### src/rtl/cpu_types_pkg.sv
// Shared types for the pipelined core's memory-side blocks.
// Covers the RAM handshake encoding and the cache/RAM arbiter state.
package cpu_types_pkg;

    localparam int WORD_W = 32;

    typedef logic [WORD_W-1:0] word_t;

    typedef enum logic [1:0] {
        FREE   = 2'd0,
        BUSY   = 2'd1,
        ACCESS = 2'd2,
        ERROR  = 2'd3
    } ramstate_t;

    typedef enum logic [1:0] {
        IDLE  = 2'd0,
        DSERV = 2'd1,
        ISERV = 2'd2
    } arb_state_t;

endpackage

### src/rtl/arb_watchdog.sv
// Service-time watchdog for the cache/RAM arbiter: counts cycles spent
// in a service state and flags when the limit is reached.
module arb_watchdog #(
    parameter int TIMEOUT = 255
) (
    input  logic CLK,
    input  logic RST,
    input  logic clear,
    input  logic count_en,
    output logic expired
);

    localparam int TW = $clog2(TIMEOUT + 1);
    localparam logic [TW-1:0] TLIMIT = TW'(TIMEOUT);

    logic [TW-1:0] timer;

    // Holds at the limit so a stalled requester can never wrap the count.
    always_ff @(posedge CLK or posedge RST) begin
        if (RST) begin
            timer <= '0;
        end else if (clear) begin
            timer <= '0;
        end else if (count_en && !expired) begin
            timer <= timer + TW'(1);
        end
    end

    assign expired = (timer == TLIMIT);

endmodule

### src/rtl/cache_mem_arbiter.sv
// Arbitrates the single RAM port between the icache miss path and the
// dcache miss/writeback path; data wins unless fetch has been starved.
module cache_mem_arbiter
    import cpu_types_pkg::*;
#(
    parameter int STARVE_MAX = 4,
    parameter int TIMEOUT    = 255,
    parameter int AW         = 32
) (
    input  logic          CLK,
    input  logic          RST,
    input  logic          iREN,
    input  logic [AW-1:0] iaddr,
    output logic [AW-1:0] iload,
    output logic          iwait,
    input  logic          dREN,
    input  logic          dWEN,
    input  logic [AW-1:0] daddr,
    input  logic [AW-1:0] dstore,
    output logic [AW-1:0] dload,
    output logic          dwait,
    output logic          ramREN,
    output logic          ramWEN,
    output logic [AW-1:0] ramaddr,
    output logic [AW-1:0] ramstore,
    input  logic [AW-1:0] ramload,
    input  logic [1:0]    ramstate,
    output logic          bus_error
);

    localparam int SW = $clog2(STARVE_MAX + 1);
    localparam logic [SW-1:0] STREAK_SAT = SW'(STARVE_MAX);

    arb_state_t    state;
    logic [SW-1:0] streak;
    ramstate_t     rs;
    logic          d_req;
    logic          serv_req;
    logic          expired;
    logic          timed_out;
    logic          finish;
    logic          set_error;

    assign rs    = ramstate_t'(ramstate);
    assign d_req = dREN | dWEN;

    // The request belonging to whoever currently holds the grant.
    always_comb begin
        serv_req = 1'b0;
        unique case (state)
            DSERV:   serv_req = d_req;
            ISERV:   serv_req = iREN;
            default: serv_req = 1'b0;
        endcase
    end

    assign timed_out = (state != IDLE) && expired && (rs != ACCESS) && (rs != ERROR);
    assign finish    = serv_req && ((rs == ACCESS) || (rs == ERROR) || timed_out);
    assign set_error = ((state == DSERV) && dREN && dWEN)
                     || (serv_req && ((rs == ERROR) || timed_out));

    arb_watchdog #(
        .TIMEOUT (TIMEOUT)
    ) u_watchdog (
        .CLK      (CLK),
        .RST      (RST),
        .clear    (state == IDLE),
        .count_en (state != IDLE),
        .expired  (expired)
    );

    // NOTE: state registers use non-blocking assignments so every flop samples pre-edge values.
    always_ff @(posedge CLK or posedge RST) begin
        if (RST) begin
            state     <= IDLE;
            streak    <= '0;
            bus_error <= 1'b0;
        end else begin
            if (set_error) begin
                bus_error <= 1'b1;
            end
            unique case (state)
                IDLE: begin
                    if (d_req && !(iREN && (streak == STREAK_SAT))) begin
                        state  <= DSERV;
                        streak <= iREN ? streak + SW'(1) : '0;
                    end else if (iREN) begin
                        state  <= ISERV;
                        streak <= '0;
                    end
                end
                DSERV, ISERV: begin
                    if (!serv_req || finish) begin
                        state <= IDLE;
                    end
                end
                default: state <= IDLE;
            endcase
        end
    end

    // NOTE: every output gets a default first so no latch is inferred.
    always_comb begin
        ramREN   = 1'b0;
        ramWEN   = 1'b0;
        ramaddr  = '0;
        ramstore = '0;
        iwait    = 1'b1;
        dwait    = 1'b1;
        iload    = '0;
        dload    = '0;
        unique case (state)
            DSERV: begin
                ramaddr  = daddr;
                ramstore = dstore;
                ramWEN   = dWEN;
                ramREN   = dREN & ~dWEN;
                dload    = timed_out ? '0 : ramload;
                dwait    = ~finish;
            end
            ISERV: begin
                ramaddr = iaddr;
                ramREN  = iREN;
                iload   = timed_out ? '0 : ramload;
                iwait   = ~finish;
            end
            default: ;
        endcase
    end

endmodule

### config.mk
export PLATFORM = sky130hd
export DESIGN_NAME = cache_mem_arbiter
export DESIGN_NICKNAME = d
export VERILOG_FILES = /design/src/rtl/cpu_types_pkg.sv /design/src/rtl/arb_watchdog.sv /design/src/rtl/cache_mem_arbiter.sv
export SDC_FILE = /design/constraint.sdc
export NUM_CORES = 1
export LEC_CHECK = 0
export ABC_AREA = 1
export BUFFER_PORTS_ARGS = -buffer_cell sky130_fd_sc_hd__buf_2
export CAP_MARGIN = 20
export CORE_AREA = 2 2 103 105
export CTS_BUF_LIST = sky130_fd_sc_hd__clkbuf_8
export CTS_CLUSTER_DIAMETER = 30
export CTS_CLUSTER_SIZE = 20
export DETAILED_ROUTE_END_ITERATION = 6
export DIE_AREA = 0 0 105 107
export GPL_TIMING_DRIVEN = 0
export PLACE_DENSITY_LB_ADDON = 0.05
export SETUP_SLACK_MARGIN = 0.05
export SLEW_MARGIN = 20
export SYNTH_ARGS = -nofsm -noshare
export SYNTH_HDL_FRONTEND = slang
export SYNTH_SLANG_ARGS = --single-unit
### constraint.sdc
create_clock -name CLK -period 2.18 [get_ports CLK]
set_input_delay 0.327 -clock CLK [delete_from_list [all_inputs] [get_ports CLK]]
set_output_delay 0.327 -clock CLK [all_outputs]
set_load 0.01 [all_outputs]
-- Word-level counts from Yosys, hierarchy flattened
Cells that the tools add are included.
- register bits: 14
- latch bits: 0
- bits in writable memories: 0
- bits in read-only memories: 0
- word-level logic and storage cells: 64
- memories kept: 0
- add/subtract/negate cells: 2
- multipliers: 0
- div/mod/pow operators: 0
- magnitude comparators: 0
- equal/unequal tests: 10
- shift operators: 0
- muxes and demuxes: 19
- bitwise gates (word level): 4
- reductions and logical operators: 25
- operators with widths (kind ; count):
    two-way mux 32 bit ; 4
    one-hot mux 32 bit (2 select lines) ; 1
    two-way mux 8 bit ; 2
    logical AND 1 bit ; 10
    two-way mux 3 bit ; 3
    adder 8 x 1 -> 8 bit (second input constant) ; 1
    == test 8 bit (second input constant) ; 1
    == test 2 bit (second input constant) ; 3
    two-way mux 2 bit ; 3
    != test 2 bit (second input constant) ; 3
    nonzero test 2 bit ; 3
    logical OR 1 bit ; 5
    one-hot mux 1 bit (2 select lines) ; 2
    one-hot mux 2 bit (2 select lines) ; 1
    AND reduction 2 bit ; 2
    adder 3 x 1 -> 3 bit (second input constant) ; 1
    == test 3 bit (second input constant) ; 1
    zero test 1 bit ; 3
    two-way mux 1 bit ; 3
    != test 3 bit (second input constant) ; 1
    == test 2 x 1 -> 1 bit (second input constant) ; 1
    zero test 2 bit ; 1
    inverter 1 bit ; 2
    OR reduction 2 bit ; 1
    2 further kinds ; 2

-- Depth between registers and ports, before layout
- word-level depth: 9
- depth in mapped cells: 11
- depth with buffers taken out: 10

-- Modules after synthesis
Synthesis repeated with hierarchy kept, for this count alone.
- cell total of the unflattened synthesis: 418
- area total of the unflattened synthesis: 2575.0 µm²
- modules (own cells, without submodules) (module ; instances ; cells each ; area each (µm²) ; seq. area each (µm²)):
    cache_mem_arbiter ; 1 ; 349 ; 2068.2 ; 150.1
    arb_watchdog ; 1 ; 69 ; 506.7 ; 200.2

-- Least setup slack after synthesis
OpenSTA, ideal clock, no wires.
- kind: reg-to-output
- start point: register state[0]
- end point: output dload[12]
- data arrival time: 1.485 ns
- data required time: 1.853 ns
- path slack: 0.368 ns
- cell stages (with the launch flop): 8
- buffers on the path: 1
- cell sequence: dfrtp_1 > inv_1 > ha_1 > clkinv_1 > nand3_4 > nor2_8 > buf_6 > nor3_1
- cells in the longest elaborated chain, start to end: 6
- elaborated cells between the ends (all ways): 7
- ends and longest elaborated chain (what ; RTL line ; RTL):
    from (decl) ; cache_mem_arbiter.sv:34 ; arb_state_t state;
    from (signal assigned) ; cache_mem_arbiter.sv:75 ; state <= IDLE;
    from (signal assigned) ; cache_mem_arbiter.sv:85 ; state <= DSERV;
    from (signal assigned) ; cache_mem_arbiter.sv:88 ; state <= ISERV;
    nonzero test 2 bit ; cache_mem_arbiter.sv:57 ; assign timed_out = (state != IDLE) && expired && (rs != ACCESS) && (rs != ERROR);
    logical AND 1 bit (3 in a row) ; cache_mem_arbiter.sv:57 ;
    two-way mux 32 bit ; cache_mem_arbiter.sv:118 ; dload = timed_out ? '0 : ramload;
    two-way mux 32 bit (*) ; cache_mem_arbiter.sv:112 ; unique case (state)
    to (decl) ; cache_mem_arbiter.sv:20 ; output logic [AW-1:0] dload,
Mark *: on every way between the ends. The rest lies on a longest branch, timed or not.

-- Worst setup path in the final report
- start point: register state[1]
- end point: output dload[22]
Same word-level chain as after synthesis.

==> flow_metrics.py <==
metrics = {
    "run_status": {
        "run_status": "finished, final reports clean",
    },
    "final_layout": {
        "filler_cell_count": 1209,
        "diodes": 0,
        "area_growth_pct": 79.62,
        "nets": 820,
        "fin_util_pct": 39.33,
        "drive_gt1_share_pct": 51.18,
    },
    "worst_setup_path": {
        "timing.critical_path.fanout_max": 10,
        "startpoint_type": "register",
        "cp-end-kind": "output pin",
        "rr_startpoint": "u_watchdog.timer[0]$_DFFE_PP0P_",
        "critPathRequiredTime_ns": 1.85,
        "worst_setup_path_startpoint": "state[1]$_DFFE_PP0P_",
        "crit_type": "register to output pin",
        "timing.critical_path.arrival_ns": 1.74,
    },
    "route": {
        "postRouteAntennaNets": 0,
        "vias": 3454,
        "routed_via_density": 4.243,
        "routedWlPerCell_um": 14.01,
        "drt_iter0_drc": 224,
        "route.final.wire_length_mm": 11.40,
        "drc": 0,
        "drtPass1Iterations": 4,
    },
    "job": {
        "cap_violations": 0,
    },
    "clocking": {
        "clkSinkCount": 14,
        "ctsRootBufferMaster": "sky130_fd_sc_hd__clkbuf_8",
        "clock_insertion_delay_at_the_later_pin_of_the_skew_report_ns": 0.25,
        "cts_max_path_buffers": 2,
        "h_tree_lvl_count": 1,
        "tritoncts_clock_tree": "done",
        "numCtsBuffers": 3,
        "clkTransAtPathRegs_ns": 0.06,
    },
    "grt": {
        "top_usage_layer": "met2",
        "grt-ovfl-total": 0,
        "number_of_antenna_violations_at_the_first_check_in_global_routing": 0,
        "grt_first_pass_wirelength_mm": 17.32,
        "groute.layer.met3.usage_pct": 3.222,
        "grtUsageTotal_pct": 19.21,
        "grt_util_met2_pct": 34.23,
        "grtUsageMet1_pct": 24.58,
        "grt_max_degree": 15,
        "grt_pass1_vias": 3219,
    },
    "yosys": {
        "synthDominantAreaCellType": "sky130_fd_sc_hd__nand2_1",
        "yosys_warnings": 0,
        "sequential_area_share_after_synthesis_pct": 15.86,
        "top_cells_by_count_synth": "sky130_fd_sc_hd__nand2_1, sky130_fd_sc_hd__inv_1, sky130_fd_sc_hd__nor3_1",
        "synthCells": 398,
        "syn-cell-area_sq_mm": 0.002210,
        "synth-seq-cells": 14,
        "async_flop_share_pct": 100.0,
        "synthTopCellsByArea": "sky130_fd_sc_hd__nand2_1, sky130_fd_sc_hd__dfrtp_1, sky130_fd_sc_hd__inv_1",
        "synth_cell_types": 29,
        "synth.net_count": 539,
        "synth_ff_type": "sky130_fd_sc_hd__dfrtp_1",
        "synth_top_cell_area_share_pct": 19.88,
        "synth_most_common_cell": "sky130_fd_sc_hd__nand2_1",
        "synth_area_per_cell_sq_um": 5.552,
        "synth_edf_count": 0,
    },
    "timing": {
        "finalCritPeriodShare_pct": 94.61,
        "worst_max_slew_margin_expressed_relative_to_the_limit_pct": 63.64,
        "worst_clock_skew_ns": 0.004186,
        "timing_worst_slew_pin_value_ns": 0.5448,
        "setup_violations": 0,
        "minimum_hold_slack_ns": 0.1113,
        "grt_setup_unrepaired": "yes",
        "max_freq_mhz": 484.8,
        "shortest_period_the_worst_path_allows_ns": 2.063,
        "final-max-slew-violation-count": 0,
        "final-hold-violation-count": 0,
        "fin_ws_ns": 0.1174,
    },
    "pwr": {
        "p_leak_nw": 2.541,
        "vdd_drop_max_mv": 0.3312,
        "powerDensity_mw_per_mm2": 865.6,
    },
    "floorplan": {
        "core_area_sq_mm": 0.01009,
        "floorplan.die_area_sq_mm": 0.01124,
        "std_cell_rows": 37,
        "design.portCount": 268,
        "die_h_um": 107,
        "initial_core_util_pct": 21.89,
        "die_w_um": 105,
    },
    "hold_path": {
        "timing.hold.worst.class": "primary input to asynchronous set/reset pin",
    },
    "place": {
        "dp_worst_setup_slack_ns": -0.01895,
        "routabilityCongestion": 0.8441,
        "io_buffer_count": 267,
        "place.detailed.hpwl_mm": 9.587,
    },
}
-- repair_timing --
item                       4_1_cts  5_1_grt
cloned                           1        0
buffers inserted                 6        3
setup endpoints to repair      130       88
resized for setup               26       23
pin swaps                        4        1
hold buffers                     0        0
-- through the flow --
| step | area (sq um) | TNS [ns] | power (mW) | cells |
|---|---|---|---|---|
| floorplan | 2210 | 0 | 1.873 | 398 |
| global placement | 3716 | -0.02922 | 3.009 | 801 |
| detailed placement | 3716 | -0.03684 | 3.011 | 801 |
| CTS | 3870 | 0 | 3.375 | 811 |
| global route | 3969 | 0 | 3.775 | 814 |
| finish | 3969 | 0 | 3.435 | 814 |
-- cell families (layout without fill, tap and decap cells) --
family / after synthesis / count (layout) / synth area share [%]
flip-flops: 14 / 14 / 15.86
buffers and inverters: 113 / 392 / 21.91
AO/OA/AOI/OAI: 46 / 46 / 10.82
adder cells (fa/ha/maj): 6 / 6 / 3.397
AND/OR/NAND/NOR: 217 / 218 / 47.23
XOR/XNOR: 2 / 2 / 0.7929
-- report_power, final --
part / total (mW) / leakage [nW] / internal, mW / switching, mW
clock: 0.257 / 0.0288 / 0.160 / 0.0967
sequential: 0.353 / 0.184 / 0.314 / 0.0394
combinational: 2.83 / 2.33 / 1.09 / 1.74
-- worst max-delay path: stages (launching register included) --
cell and delay (ns):
sky130_fd_sc_hd__dfrtp_1 0.41, sky130_fd_sc_hd__inv_2 0.11, sky130_fd_sc_hd__ha_4 0.17, sky130_fd_sc_hd__clkinv_4 0.10, sky130_fd_sc_hd__nand3_4 0.14, sky130_fd_sc_hd__nor2_8 0.06, sky130_fd_sc_hd__buf_6 0.15, sky130_fd_sc_hd__nor3_1 0.17
sky130_fd_sc_hd__buf_2 0.17
-- layout make-up --
cell class                 count  area (sq um)  area share [%]
tap                          136         170.2           4.288
buffer                        27         198.9           5.013
inverter                      85         324.1           8.165
sequential                    14         350.3           8.827
timing repair buffer         276          1404           35.37
multi-input combinational    272          1466           36.95
clock buffer                   4         55.05           1.387
-- final timing paths --
| kind | cells past startpoint | slack (ns) | to |
|---|---|---|---|
| max reg2reg | 9 | 0.67 | state[1]$_DFFE_PP0P_ |
| min | 2 | 0.11 | u_watchdog.timer[4]$_DFFE_PP0P_ |
| min reg2reg | 1 | 0.47 | bus_error$_DFFE_PP0P_ |
| max | 8 | 0.12 | dload[22] |
| min in group CLK | 3 | 0.41 | streak[1]$_DFFE_PP0P_ |
| max in group asynchronous | 2 | 1.70 | state[1]$_DFFE_PP0P_ |
-- state kept, by name (all words and copies together) (netlist names) --
signal            count
streak                3
state                 2
u_watchdog.timer      8
bus_error             1
-- cells in the final DEF, fill, tap and decap left out, types with 5 or more instances in the layout --
master / instances
sky130_fd_sc_hd__a21oi_1: 33
sky130_fd_sc_hd__buf_2: 277
sky130_fd_sc_hd__buf_4: 13
sky130_fd_sc_hd__buf_6: 5
sky130_fd_sc_hd__clkbuf_4: 5
sky130_fd_sc_hd__dfrtp_1: 14
sky130_fd_sc_hd__inv_1: 80
sky130_fd_sc_hd__nand2_1: 117
sky130_fd_sc_hd__nand3_1: 17
sky130_fd_sc_hd__nor2_1: 8
sky130_fd_sc_hd__nor3_1: 43
sky130_fd_sc_hd__nor3_2: 22
sky130_fd_sc_hd__o21ai_0: 7
-- per-layer routing --
metal | wire length, um | vias to the layer above
met2 | 5717 | 112
met5 | 0 | -
met1 | 4804 | 1535
li1 | - | 1799
met3 | 759 | 8
met4 | 122 | 0
(Power assumes the default switching activity.)
